`src/rtl/tft_pixel_stream.sv`:
```
// Pixel word FIFO and raster-position tracker that feeds the TFT SPI serializer.
// Each rising edge of the slow data_clk strobe (sampled in clk) issues one word on pixel_out.
module tft_pixel_stream #(
   parameter int unsigned WIDTH  = 128,
   parameter int unsigned HEIGHT = 160,
   parameter int unsigned DEPTH  = 16,
   parameter logic [15:0] FILL   = 16'h0000
) (
   input  logic                      clk,
   input  logic                      rst,
   input  logic                      data_clk,
   input  logic                      enable,
   input  logic                      resync,
   input  logic                      wr_en,
   input  logic [15:0]               wr_data,
   input  logic                      clear_flags,
   output logic [15:0]               pixel_out,
   output logic                      full,
   output logic                      empty,
   output logic [$clog2(DEPTH):0]    level,
   output logic [$clog2(WIDTH)-1:0]  x,
   output logic [$clog2(HEIGHT)-1:0] y,
   output logic                      frame_start,
   output logic                      overflow,
   output logic                      underrun
);

   localparam int unsigned AW = $clog2(DEPTH);
   localparam int unsigned LW = AW + 1;
   localparam int unsigned XW = $clog2(WIDTH);
   localparam int unsigned YW = $clog2(HEIGHT);

   localparam logic [LW-1:0] LevelFull = LW'(DEPTH);
   localparam logic [XW-1:0] XLast     = XW'(WIDTH - 1);
   localparam logic [YW-1:0] YLast     = YW'(HEIGHT - 1);

   // sync_q[0] = s1, sync_q[1] = s2, sync_q[2] = s3 (edge history)
   logic [2:0]    sync_q;

   logic [15:0]   mem_q [DEPTH];
   logic [AW-1:0] wr_ptr_q, wr_ptr_d;
   logic [AW-1:0] rd_ptr_q, rd_ptr_d;
   logic [LW-1:0] level_q, level_d;

   logic [15:0]   pixel_q, pixel_d;
   logic [XW-1:0] x_q, x_d, nx_q, nx_d;
   logic [YW-1:0] y_q, y_d, ny_q, ny_d;
   logic          frame_start_q, frame_start_d;
   logic          overflow_q, overflow_d;
   logic          underrun_q, underrun_d;

   logic          strobe;
   logic          issue;
   logic          pop;
   logic          wr_accept;
   logic          wr_drop;
   logic          is_full;
   logic          is_empty;

   assign is_full  = (level_q == LevelFull);
   assign is_empty = (level_q == '0);

   assign strobe    = sync_q[1] & ~sync_q[2];
   assign issue     = strobe & enable & ~resync;
   assign pop       = issue & ~is_empty;
   assign wr_accept = wr_en & ~is_full & ~resync;
   assign wr_drop   = wr_en & is_full & ~resync;

   always_ff @(posedge clk) begin
      if (rst) begin
         sync_q <= '0;
      end else begin
         sync_q <= {sync_q[1:0], data_clk};
      end
   end

   // Storage needs no reset; level/pointers define which entries are valid.
   always_ff @(posedge clk) begin
      if (wr_accept) begin
         mem_q[wr_ptr_q] <= wr_data;
      end
   end

   always_comb begin
      wr_ptr_d = wr_ptr_q;
      rd_ptr_d = rd_ptr_q;
      level_d  = level_q;
      if (resync) begin
         wr_ptr_d = '0;
         rd_ptr_d = '0;
         level_d  = '0;
      end else begin
         if (wr_accept) begin
            wr_ptr_d = wr_ptr_q + AW'(1);
         end
         if (pop) begin
            rd_ptr_d = rd_ptr_q + AW'(1);
         end
         unique case ({wr_accept, pop})
            2'b10:   level_d = level_q + LW'(1);
            2'b01:   level_d = level_q - LW'(1);
            default: level_d = level_q;
         endcase
      end
   end

   // Issue path: the pop sees the pre-write FIFO state, so an empty FIFO emits FILL.
   always_comb begin
      pixel_d       = pixel_q;
      x_d           = x_q;
      y_d           = y_q;
      nx_d          = nx_q;
      ny_d          = ny_q;
      frame_start_d = 1'b0;
      if (resync) begin
         nx_d = '0;
         ny_d = '0;
      end else if (issue) begin
         pixel_d       = is_empty ? FILL : mem_q[rd_ptr_q];
         x_d           = nx_q;
         y_d           = ny_q;
         frame_start_d = (nx_q == '0) && (ny_q == '0);
         if (nx_q == XLast) begin
            nx_d = '0;
            ny_d = (ny_q == YLast) ? '0 : ny_q + YW'(1);
         end else begin
            nx_d = nx_q + XW'(1);
         end
      end
   end

   // A set event in the same cycle as clear_flags takes priority.
   always_comb begin
      overflow_d = overflow_q;
      underrun_d = underrun_q;
      if (clear_flags) begin
         overflow_d = 1'b0;
         underrun_d = 1'b0;
      end
      if (wr_drop) begin
         overflow_d = 1'b1;
      end
      if (issue && is_empty) begin
         underrun_d = 1'b1;
      end
   end

   always_ff @(posedge clk) begin
      if (rst) begin
         wr_ptr_q      <= '0;
         rd_ptr_q      <= '0;
         level_q       <= '0;
         pixel_q       <= '0;
         x_q           <= '0;
         y_q           <= '0;
         nx_q          <= '0;
         ny_q          <= '0;
         frame_start_q <= 1'b0;
         overflow_q    <= 1'b0;
         underrun_q    <= 1'b0;
      end else begin
         wr_ptr_q      <= wr_ptr_d;
         rd_ptr_q      <= rd_ptr_d;
         level_q       <= level_d;
         pixel_q       <= pixel_d;
         x_q           <= x_d;
         y_q           <= y_d;
         nx_q          <= nx_d;
         ny_q          <= ny_d;
         frame_start_q <= frame_start_d;
         overflow_q    <= overflow_d;
         underrun_q    <= underrun_d;
      end
   end

   assign pixel_out   = pixel_q;
   assign full        = is_full;
   assign empty       = is_empty;
   assign level       = level_q;
   assign x           = x_q;
   assign y           = y_q;
   assign frame_start = frame_start_q;
   assign overflow    = overflow_q;
   assign underrun    = underrun_q;

endmodule

```
`config.mk`:
```
export PLATFORM = sky130hd
export DESIGN_NAME = tft_pixel_stream
export DESIGN_NICKNAME = d
export VERILOG_FILES = /design/src/rtl/tft_pixel_stream.sv
export SDC_FILE = /design/constraint.sdc
export NUM_CORES = 1
export LEC_CHECK = 0
export BUFFER_PORTS_ARGS = -buffer_cell sky130_fd_sc_hd__buf_2
export CAP_MARGIN = 20
export CELL_PAD_IN_SITES_DETAIL_PLACEMENT = 2
export CELL_PAD_IN_SITES_GLOBAL_PLACEMENT = 2
export CORE_ASPECT_RATIO = 1.1
export CORE_UTILIZATION = 40
export CTS_CLUSTER_DIAMETER = 150
export CTS_CLUSTER_SIZE = 20
export DETAILED_ROUTE_END_ITERATION = 8
export HOLD_SLACK_MARGIN = 0.08
export PLACE_DENSITY = 0.67
export SKIP_CTS_REPAIR_TIMING = 1
export SLEW_MARGIN = 10
export SYNTH_ARGS = -nofsm -noshare
export SYNTH_HDL_FRONTEND = slang
export SYNTH_SLANG_ARGS = --single-unit
```
`constraint.sdc`:
```
create_clock -name clk -period 3.5 [get_ports clk]
set_clock_uncertainty 0.1 [all_clocks]
set_input_delay 0.7 -clock clk [delete_from_list [all_inputs] [get_ports clk]]
set_output_delay 0.7 -clock clk [all_outputs]
set_load 0.005 [all_outputs]
```
======== Word-level counts from Yosys, hierarchy flattened ========
Memories as Yosys holds them, arrays and structs flattened. A register that Yosys moved wholly into a read port is not among the register bits.
Index checks and enable logic that the tools add are counted.
W data, S select, Z words.
word-level totals
  register bits after elaboration ......... 65
  bits in writable memories ............... 256
  input bits .............................. 23
  output and inout bits ................... 41
  logic and storage cells ................. 60
  memories kept ........................... 1
memories
  name   depth  width  rd ports  clocked after Yosys merged registers in  wr ports  RTL line  RTL
  mem_q  16     16     1         1                                        1         40        logic [15:0] mem_q [DEPTH];
operators by class
  add/sub/neg operators ................... 6
  eq/ne operators ......................... 5
  muxes and demuxes ....................... 11
  bitwise gates (word level) .............. 13
  reductions and logical operators ........ 12
operators with widths
  operator               number
  $mux W16               1
  $pmux W5 S2            1
  $add A4 B1 Y4 const B  2
  $add A8 B1 Y8 const B  1
  $and A1 B1 Y1          8
  $eq A8 B8 Y1 const B   1
  $logic_not A8 Y1       1
  $mux W4                2
  $mux W8                1
  $add A7 B1 Y7 const B  1
  $eq A7 B7 Y1 const B   1
  $logic_not A7 Y1       1
  $mux W7                1
  $reduce_bool A2 Y1     3
  $add A5 B1 Y5 const B  1
  $eq A5 B5 Y1 const B   1
  $logic_not A5 Y1       1
  $mux W1                5
  $not A1 Y1             5
  $sub A5 B1 Y5 const B  1
  $reduce_and A2 Y1      2
  $reduce_or A3 Y1       1
  $eq A2 B1 Y1 const B   1
  $eq A2 B2 Y1 const B   1
  other kinds (2)        3

======== Longest topological paths before layout ========
Gate-level depths: netlist of the first run.
  depth in word-level cells ............... 7
  gate-level depth with buffers ........... 12
  mapped depth without buffers ............ 11

======== Worst setup path before layout of the first run ========
Ideal clock, no wire load.
  path type ............................... input to register
  start point ............................. input wr_en
  end point ............................... memory mem_q[3][0] (enable)
  library setup time ...................... 409 ps
  arrival time ............................ 2487 ps
  required time ........................... 2991 ps
  path slack .............................. 504 ps
  cell stages on the path ................. 4
  path buffers ............................ 0
  path through ............................ nor2b_1 a21boi_2 nand2_1 nor3_1
on the way
  cells in the longest elaborated chain, start to end .. 4
ends and longest elaborated chain
  element                        RTL line  RTL
  from (decl)                    14        input logic wr_en,
  $and A1 B1 Y1 (2 in a row)     66        assign wr_accept = wr_en & ~is_full & ~resync;
  $mux W1                        79        if (wr_accept) begin
  $mux W1 (implied by the code)  80        mem_q[wr_ptr_q] <= wr_data;
  to (decl)                      40
Every way passes these cells.

======== Final worst setup path of the first run ========
  start point ............................. register level_q[1], in the netlist level[1]
  end point ............................... register level_q[4], in the netlist level[4]
on the way
  cells in the longest elaborated chain, start to end .. 6
  elaborated cells between the ends (all ways) .. 13
  classes of those cells .................. 2 x add/sub; 3 x eq/ne; 1 x mux; 5 x bitwise; 2 x reduce/logical
ends and longest elaborated chain
  element                                                   RTL line  RTL
  from (decl)                                               43        logic [LW-1:0] level_q, level_d;
  from (signal assigned)                                    164       level_q <= level_d;
  $eq A5 B5 Y1                                              60        assign is_full = (level_q == LevelFull);
  $not A1 Y1                                                66
  $and A1 B1 Y1 (2 in a row)                                66
  $eq A2 B1 Y1 / $eq A2 B2 Y1 (equally long branches)       99        unique case ({wr_accept, pop})
  $pmux W5 S2 / $reduce_bool A2 Y1 (equally long branches)  -
Several ways; a longest one is shown, not always the timed one.
A chain may end at the register's enable or synchronous reset.

==> reports/qor.txt, run 1 <==
RePlAce Congestion: 0.751
Worst Path Arrival: 3.21 ns
Area Overhead vs Synth: 11.7%
Crit path kind: flip-flop to flip-flop
Worst path top cell family by delay: compound AO/OA/AOI/OAI gates
Die X: 172 µm
Worst EP required: 3.80 ns
RSZ-0062 raised after global routing: no
Largest cells by area after synthesis: edfxtp_1 61%, mux4_2 11%, dfxtp_1 11%, mux2i_1 2.7%, nand2_1 1.5%
Relative max-transition margin: 0.556
Initial DRC count: 475
Initial antenna violation count: 0
Largest net degree at the start of global routing: 28
Vias per cell: 5.38
Max clock buf depth: 3
Crit path cell chain: nor4_4, a21boi_2, inv_1, ha_1, xor2_1, ha_1, a211o_1, a211o_1, a31oi_1, xnor2_1, nor2_1
Crit path buffers/inverters: 1
Worst skew pair latency: 0.52 ns
CP Capture Type: flip-flop
Cell Area, Placed: 13,600 µm²
Fin cells: 1,219
Pleak: 4.52 nW
DR WL/cell: 25.3 µm
Reg2reg end: level[4]
Yosys warns: 0
Vias in the first global route: 7,433
Die area: 32,400 µm²
Highest clock rate: 0.343 GHz
Grt ovf: 0
Die Height: 189 µm
Initial Utilization: 0.412
Worst vdd ir: 0.274 mV
Register-to-register setup slack: 0.59 ns
Share of layout cells above drive strength 1: 0.257
CP endpoint: level[4]
CP max stage delay: 0.44 ns
CTS tree: yes
Final #Nets: 827
Final Hold Vio Count: 0
Sequential element share of the synthesized area: 0.716
Netlist cell types: 53
Post-synthesis average cell area: 17.7 µm²
Inserted Clock Buffers: 20
FF-to-FF path depth: 11
Critical R2R Launch: level[1]
Ys async rst share: 0
Main synth FF type: edfxtp_1
Worst Setup Slack post-DPL: 0.347 ns
Port Buffers: 63
Global Route Usage Sum: 0.197
Outcome: completed
Post-Syn Nets: 752
DRC Markers: 0
Total number of vias: 6,562
Levels on crit path: 11
CP max stage cell: nor4_4
Max-cap viol count: 0
Crit path time final: 2.91 ns
Routed Antenna Nets: 0
Fin. max-slew vios: 0
Post-synth top cells: 256 x edfxtp_1, 69 x dfxtp_1, 64 x mux4_2, 49 x nand2_1, 43 x nor2_1
Area leader, netlist: edfxtp_1
Final WS setup: 0.586 ns
EDFF count, synth: 256
Yosys top cell area share: 0.607
Most frequent cell after synthesis: edfxtp_1
Worst-Margin Slew: 0.666 ns
Design area: 14,100 µm²
Crit Path Max Fanout: 9
First-pass GRT wire length: 46,500 µm
Startpoint types: flip-flop
H-tree depth: 1
Rows: 67
Clock Pin Slew Worst Setup and Hold Paths: 0.08 ns
Mapped Cells: 716
TritonRoute pass-1 iters: 4
DP Cell Count: 1,183
Synth Cell Area: 12,700 µm²
Min-Delay Path Class: input port to flip-flop
Clock root buffer: clkbuf_16
IO Pins: 64
Total Wirelength: 30,800 µm
Synthesized flop and latch total: 325
Diode count: 0
Final Setup Violations: 0
Setup TNS: 0 ns
Core Region: 30,800 µm²
# clock sinks: 325
Critical path launch point: level[1]
Final period utilization: 0.832
Pwr/cell area: 473 nW/µm²
DP HPWL: 20,500 µm
==> routing by layer <==
layer  share of wire  GRT usage  wire [µm]
met5               0          0          0
met3           0.049     0.0250       1520
met1            0.41      0.251      12600
met4          0.0098     0.0364        301
met2            0.53      0.359      16400
==> registers in the layout, summed over array words and instances (netlist names), named ones only <==
signal / cells
mem_q: 256
pixel_out: 16
ny_q: 8
y: 8
nx_q: 7
x: 7
level: 5
rd_ptr_q: 4
wr_ptr_q: 4
sync_q: 3
frame_start: 1
overflow: 1
underrun: 1
==> final cells by class <==
class / count / area (µm²)
well taps: 414 / 518
clock inverters: 1 / 16.3
flip-flops and latches: 325 / 9070
inverters: 10 / 37.5
clock buffers: 35 / 578
fillers: 2904 / 16600
multi-input cells: 344 / 3360
repair buffers: 90 / 556
==> cells in the final DEF, fill, tap and decap left out, types with 2 or more instances in the layout <==
cell and count:
a21oi_1 23, nand4b_1 2, a2bb2oi_1 16, nand2b_1 3, nor3_2 5, nor4_1 3
clkbuf_16 21, buf_12 3, clkbuf_1 14, and2_1 2, mux4_2 64, nor2_2 12
dfxtp_2 2, o21ai_1 16, xnor2_1 8, nor2b_1 4, ha_1 13, nand2_1 49
nor2_1 31, mux2i_1 34, and3_1 4, a211o_1 2, xor2_1 13, nand4_1 7
a22oi_1 3, nor3_1 2, dfxtp_1 66, buf_2 63, buf_4 24, inv_1 10
edfxtp_1 256, nand3_1 8
==> worst min path at each step <==
| stage | cells past startpoint | to | startpoint |
|---|---|---|---|
| 2_1_floorplan | 1 | sync_q[1] | sync_q[0] |
| 3_3_place_gp | 1 | sync_q[1] | sync_q[0] |
| 3_5_place_dp | 1 | sync_q[1] | sync_q[0] |
| 4_1_cts | 2 | sync_q[0] | data_clk |
| 5_1_grt | 2 | sync_q[0] | data_clk |
| 6_report | 2 | sync_q[0] | data_clk |
==> cells by family after synthesis <==
logic type,Yosys count,synth area share
DFF,325,0.716
and+or+nand+nor,145,0.0592
muxes,98,0.141
AOI/OAI and AO/OA,67,0.0345
buffers and inverters,47,0.0219
xor gates and xnor gates,21,0.0145
adders and majority gates,13,0.0128
==> stage by stage <==
stage	hold WS (ns)	power [mW]	utilization
2_1_floorplan	0.314	4.31	-
3_3_place_gp	0.320	4.38	0.440
3_5_place_dp	0.334	4.40	0.440
4_1_cts	0.279	6.76	0.460
5_1_grt	0.304	6.89	0.460
6_report	0.293	6.69	0.460
==> power by group <==
group          leakage, nW  internal [mW]  switching [mW]  total (mW)
Combinational         1.37         0.0373          0.0992       0.137
Sequential            2.86           4.16         0.00666        4.17
Clock                0.283           1.14            1.24        2.38
Total                 4.52           5.34            1.35        6.69
(Power assumes the default switching activity.)
==> inputs of run 2 (changes only) <==
clock period = 3 ns   (was 3.5 ns; I/O delays follow)
==> run 2 against run 1 <==
Against the previous run:
- maximum frequency grew 5.7%
- combinational power grew 15%
- critical endpoint unchanged
- count of clock-buffer cells in the layout is the same
- highest routed layer unchanged
- wire length grew 5.4%
- critical path type unchanged
- utilization grew 0.23 points
==> reports/qor.txt, run 2 (synthesis results as in run 1) <==
Outcome: completed
Diode count: 0
Clock Pin Slew Worst Setup and Hold Paths: 0.09 ns
H-tree depth: 1
Clock root buffer: clkbuf_16
Die area: 32,400 µm²
Final period utilization: 0.918
Initial antenna violation count: 0
CP max stage delay: 0.44 ns
Clock power frac: 0.357
Fillers: 2,857
Highest clock rate: 0.363 GHz
Die X: 172 µm
TritonRoute pass-1 iters: 4
Pwr/cell area: 550 nW/µm²
FF-to-FF path depth: 10
# clock sinks: 325
Total Wirelength: 32,500 µm
Worst Path Arrival: 3.03 ns
Crit path time final: 2.76 ns
CP Capture Type: flip-flop
Area Overhead vs Synth: 12.3%
Biggest register: mem_q
Relative max-transition margin: 0.575
Sw Share: 0.202
Commonest non-fill, non-tap cell in the layout: edfxtp_1
Worst-Margin Slew: 0.634 ns
Global Route Usage Sum: 0.207
Crit path kind: flip-flop to flip-flop
Hold Crit Depth: 2
Share of layout cells above drive strength 1: 0.267
Worst skew pair latency: 0.52 ns
Port Buffers: 63
Largest register FFs: 256
First-pass GRT wire length: 48,500 µm
Internal power: 6.24 mW
DP HPWL: 20,900 µm
Final Hold Vio Count: 0
IO Pins: 64
Max-cap viol count: 0
CP max stage cell: dfxtp_1
DRC Markers: 0
Rows: 67
Final #Nets: 838
Initial Utilization: 0.412
Max clock buf depth: 3
DR WL/cell: 26.4 µm
Final WS setup: 0.245 ns
Min-Delay Path Class: input port to flip-flop
Core Region: 30,800 µm²
Startpoint types: flip-flop
NetSw: 1.58 mW
Worst Setup Slack post-DPL: 0.0699 ns
Most frequent cells in the layout: 256 x edfxtp_1, 66 x dfxtp_1, 64 x mux4_2, 63 x buf_2, 49 x nand2_1
Die Height: 189 µm
Inserted Clock Buffers: 20
Routed Antenna Nets: 0
Vias in the first global route: 7,683
Worst EP required: 3.28 ns
Largest net degree at the start of global routing: 29
RSZ-0062 raised after global routing: no
RePlAce Congestion: 0.752
CTS tree: yes
Vias per cell: 5.45
Initial DRC count: 360
Pleak: 4.58 nW
Fin. max-slew vios: 0
Worst vdd ir: 0.339 mV
Crit Path Max Fanout: 10
Setup TNS: 0 ns
Final Setup Violations: 0
Comb pwr share: 0.020
Grt ovf: 0
Seq pwr share: 0.623
Total number of vias: 6,705
Crit path cell chain: nor4_4, a21oi_4, ha_1, xor2_1, ha_1, a211o_1, a211o_1, a31oi_1, xnor2_1, nor2_1
==> run 2: routing by layer <==
layer | up-vias | global-route usage | share of wire
li1 | 2949 | - | -
met1 | 3545 | 0.253 | 0.41
met2 | 159 | 0.371 | 0.52
met3 | 52 | 0.0275 | 0.041
met4 | 0 | 0.0711 | 0.031
met5 | - | 0 | 0
==> run 2: area by class of cell <==
cell class | instances | area [µm²] | area share
Multi-Input combinational cell | 344 | 3360 | 0.237
Clock inverter | 1 | 16.3 | 0.00114
Tap cell | 414 | 518 | 0.0364
Clock buffer | 35 | 578 | 0.0407
Inverter | 10 | 37.5 | 0.00264
Sequential cell | 325 | 9070 | 0.638
Timing Repair Buffer | 101 | 626 | 0.0440
==> run 2: power by group through the flow <==
stage | logic (mW) | registers [mW] | clock network (mW)
after floorplan | 0.0608 | 4.97 | 0
after global placement | 0.145 | 4.97 | 0
after detailed placement | 0.160 | 4.97 | 0
after CTS | 0.160 | 4.87 | 2.87
after global routing | 0.170 | 4.87 | 3.00
final | 0.157 | 4.87 | 2.79
==> run 2: path summary, 6_finish.rpt <==
check                           slack [ns]  startpoint       end
worst min register to register        0.36        x[2]      x[2]
worst max-delay path                  0.24    level[2]  level[4]
worst min-delay path                  0.24         rst  overflow
worst max register to register        0.24    level[2]  level[4]
==> run 2: worst max-delay path, delay by kind of cell, from the launching register on <==
| kind | cells | cell delay, ns |
|---|---|---|
| AND/OR/NAND/NOR | 2 | 0.47 |
| flip-flops | 1 | 0.44 |
| adder cells (fa/ha/maj) | 2 | 0.47 |
| AO/OA/AOI/OAI | 4 | 0.85 |
| XOR/XNOR | 2 | 0.29 |
==> run 2: stage by stage <==
stage                     instance area (µm²)  power [mW]  hold WS, ns  cells  utilization
after floorplan                         12700        5.03        0.314    716            -
after global placement                  13600        5.11        0.320   1194        0.443
after detailed placement                13600        5.13        0.345   1194        0.443
after CTS                               14200        7.90        0.221   1230        0.462
after global routing                    14200        8.04        0.232   1230        0.462
final                                   14200        7.82        0.236   1230        0.462
==> inputs of run 3 (changes only) <==
CORE_ASPECT_RATIO = 0.75   (was 1.1)
==> run 3 against run 2 <==
Against the previous run:
- cell area is essentially flat
- sequential share of layout area is essentially flat
- non-clock buffer count shrank 1
==> reports/qor.txt, run 3 (synthesis results as in run 1) <==
Register Area: 9070 µm²
Max-cap viol count: 0
Port Buffers: 63
Top layer in use: met4
Vias per cell: 5.50
Setup TNS: 0 ns
Met2 WL: 15,600 µm
Highest clock rate: 0.364 GHz
Relative max-transition margin: 0.561
Inserted Clock Buffers: 20
CP max stage delay: 0.46 ns
Routed Antenna Nets: 0
Pwr/cell area: 551 nW/µm²
Final Setup Violations: 0
CP Capture Type: flip-flop
Total Wirelength: 32,200 µm
# clock sinks: 325
First-pass GRT wire length: 48,700 µm
Worst skew pair latency: 0.52 ns
Outcome: completed
Initial DRC count: 438
Routed wl met3: 877 µm
Initial Utilization: 0.406
Fillers: 2,823
Worst-Margin Slew: 0.653 ns
Diode count: 0
Die area: 32,400 µm²
Largest register FFs: 256
Min-Delay Path Class: input port to flip-flop
Core Region: 31,200 µm²
Commonest non-fill, non-tap cell in the layout: edfxtp_1
Crit path time final: 2.75 ns
Max clock buf depth: 3
Crit path kind: flip-flop to flip-flop
Initial antenna violation count: 1
Share of layout cells above drive strength 1: 0.266
Met1 WL: 15,200 µm
Comb pwr share: 0.020
Die Height: 156 µm
Clock root buffer: clkbuf_16
Total number of vias: 6,713
Rows: 56
Most frequent cells in the layout: 256 x edfxtp_1, 66 x dfxtp_1, 64 x mux4_2, 63 x buf_2, 49 x nand2_1
Multi-input logic area: 3360 µm²
Area Overhead vs Synth: 12.3%
Global Route Usage Sum: 0.205
Clock power frac: 0.359
Crit Path Max Fanout: 5
NetSw: 1.60 mW
RSZ-0062 raised after global routing: no
H-tree depth: 1
Largest net degree at the start of global routing: 31
DP HPWL: 20,700 µm
Grt ovf: 0
Worst vdd ir: 0.307 mV
DR WL/cell: 26.4 µm
Startpoint types: flip-flop
Sw Share: 0.204
Die X: 207 µm
DRC Markers: 0
Final Hold Vio Count: 0
Fin. max-slew vios: 0
Final #Nets: 837
Crit path cell chain: nor4_4, a21oi_4, ha_1, xor2_1, ha_1, a211o_1, a211o_1, a31oi_1, xnor2_1, nor2_1
CTS tree: yes
TritonRoute pass-1 iters: 5
CP max stage cell: nor4_4
Seq pwr share: 0.621
Crit path buffers/inverters: 0
Worst Path Arrival: 3.04 ns
Power Total: 7.83 mW
Vias in the first global route: 7,441
Clock Pin Slew Worst Setup and Hold Paths: 0.09 ns
Biggest register: mem_q
Worst EP required: 3.30 ns
Internal power: 6.24 mW
Worst path top cell family by delay: compound AO/OA/AOI/OAI gates
Pleak: 4.58 nW
Final period utilization: 0.916
IO Pins: 64
RePlAce Congestion: 0.758
run 3: power by group through the flow:
stage	clock (mW)	sequential, mW	combinational [mW]
after global routing	3.04	4.87	0.168
after floorplan	0	4.97	0.0608
after global placement	0	4.97	0.141
after CTS	2.89	4.87	0.157
final	2.81	4.87	0.154
after detailed placement	0	4.97	0.156
run 3: stage by stage:
stage          area [µm²]  instances  setup WS [ns]  utilization  hold slack, ns
2_1_floorplan       12700        716          0.104            -           0.314
3_3_place_gp        13600       1185          0.143        0.437           0.322
3_5_place_dp        13600       1185         0.0481        0.437           0.339
4_1_cts             14200       1221          0.238        0.456           0.196
5_1_grt             14200       1221         0.0662        0.456           0.216
6_report            14200       1221          0.253        0.456           0.211
run 3: path summary, 6_finish.rpt:
path,startpoint,endpoint,slack (ns),cells past startpoint
setup / recovery,level[0],level[4],0.25,10
hold / removal,data_clk,sync_q[0],0.21,2
setup reg to reg,level[0],level[4],0.25,10
hold reg to reg,sync_q[0],sync_q[1],0.35,1
run 3: cell type report:
type                    instances  share of cell area
repair buffers                100              0.0452
inverters                      10             0.00264
well taps                     406              0.0357
clock buffers                  35              0.0406
flip-flops and latches        325               0.638
clock inverters                 1             0.00114
multi-input cells             344               0.237
run 3: worst reg2reg max path, cell delays in order (launching register included):
cell and delay, ns:
dfxtp_1 0.41, nor4_4 0.46, a21oi_4 0.10, ha_1 0.23, xor2_1 0.15, ha_1 0.21
a211o_1 0.28, a211o_1 0.30, a31oi_1 0.17, xnor2_1 0.15, nor2_1 0.05
run 3: routing by layer:
layer  up-vias  track usage
li1       2949            -
met4         0       0.0455
met2       110        0.342
met1      3614        0.289
met5         -            0
met3        40       0.0242
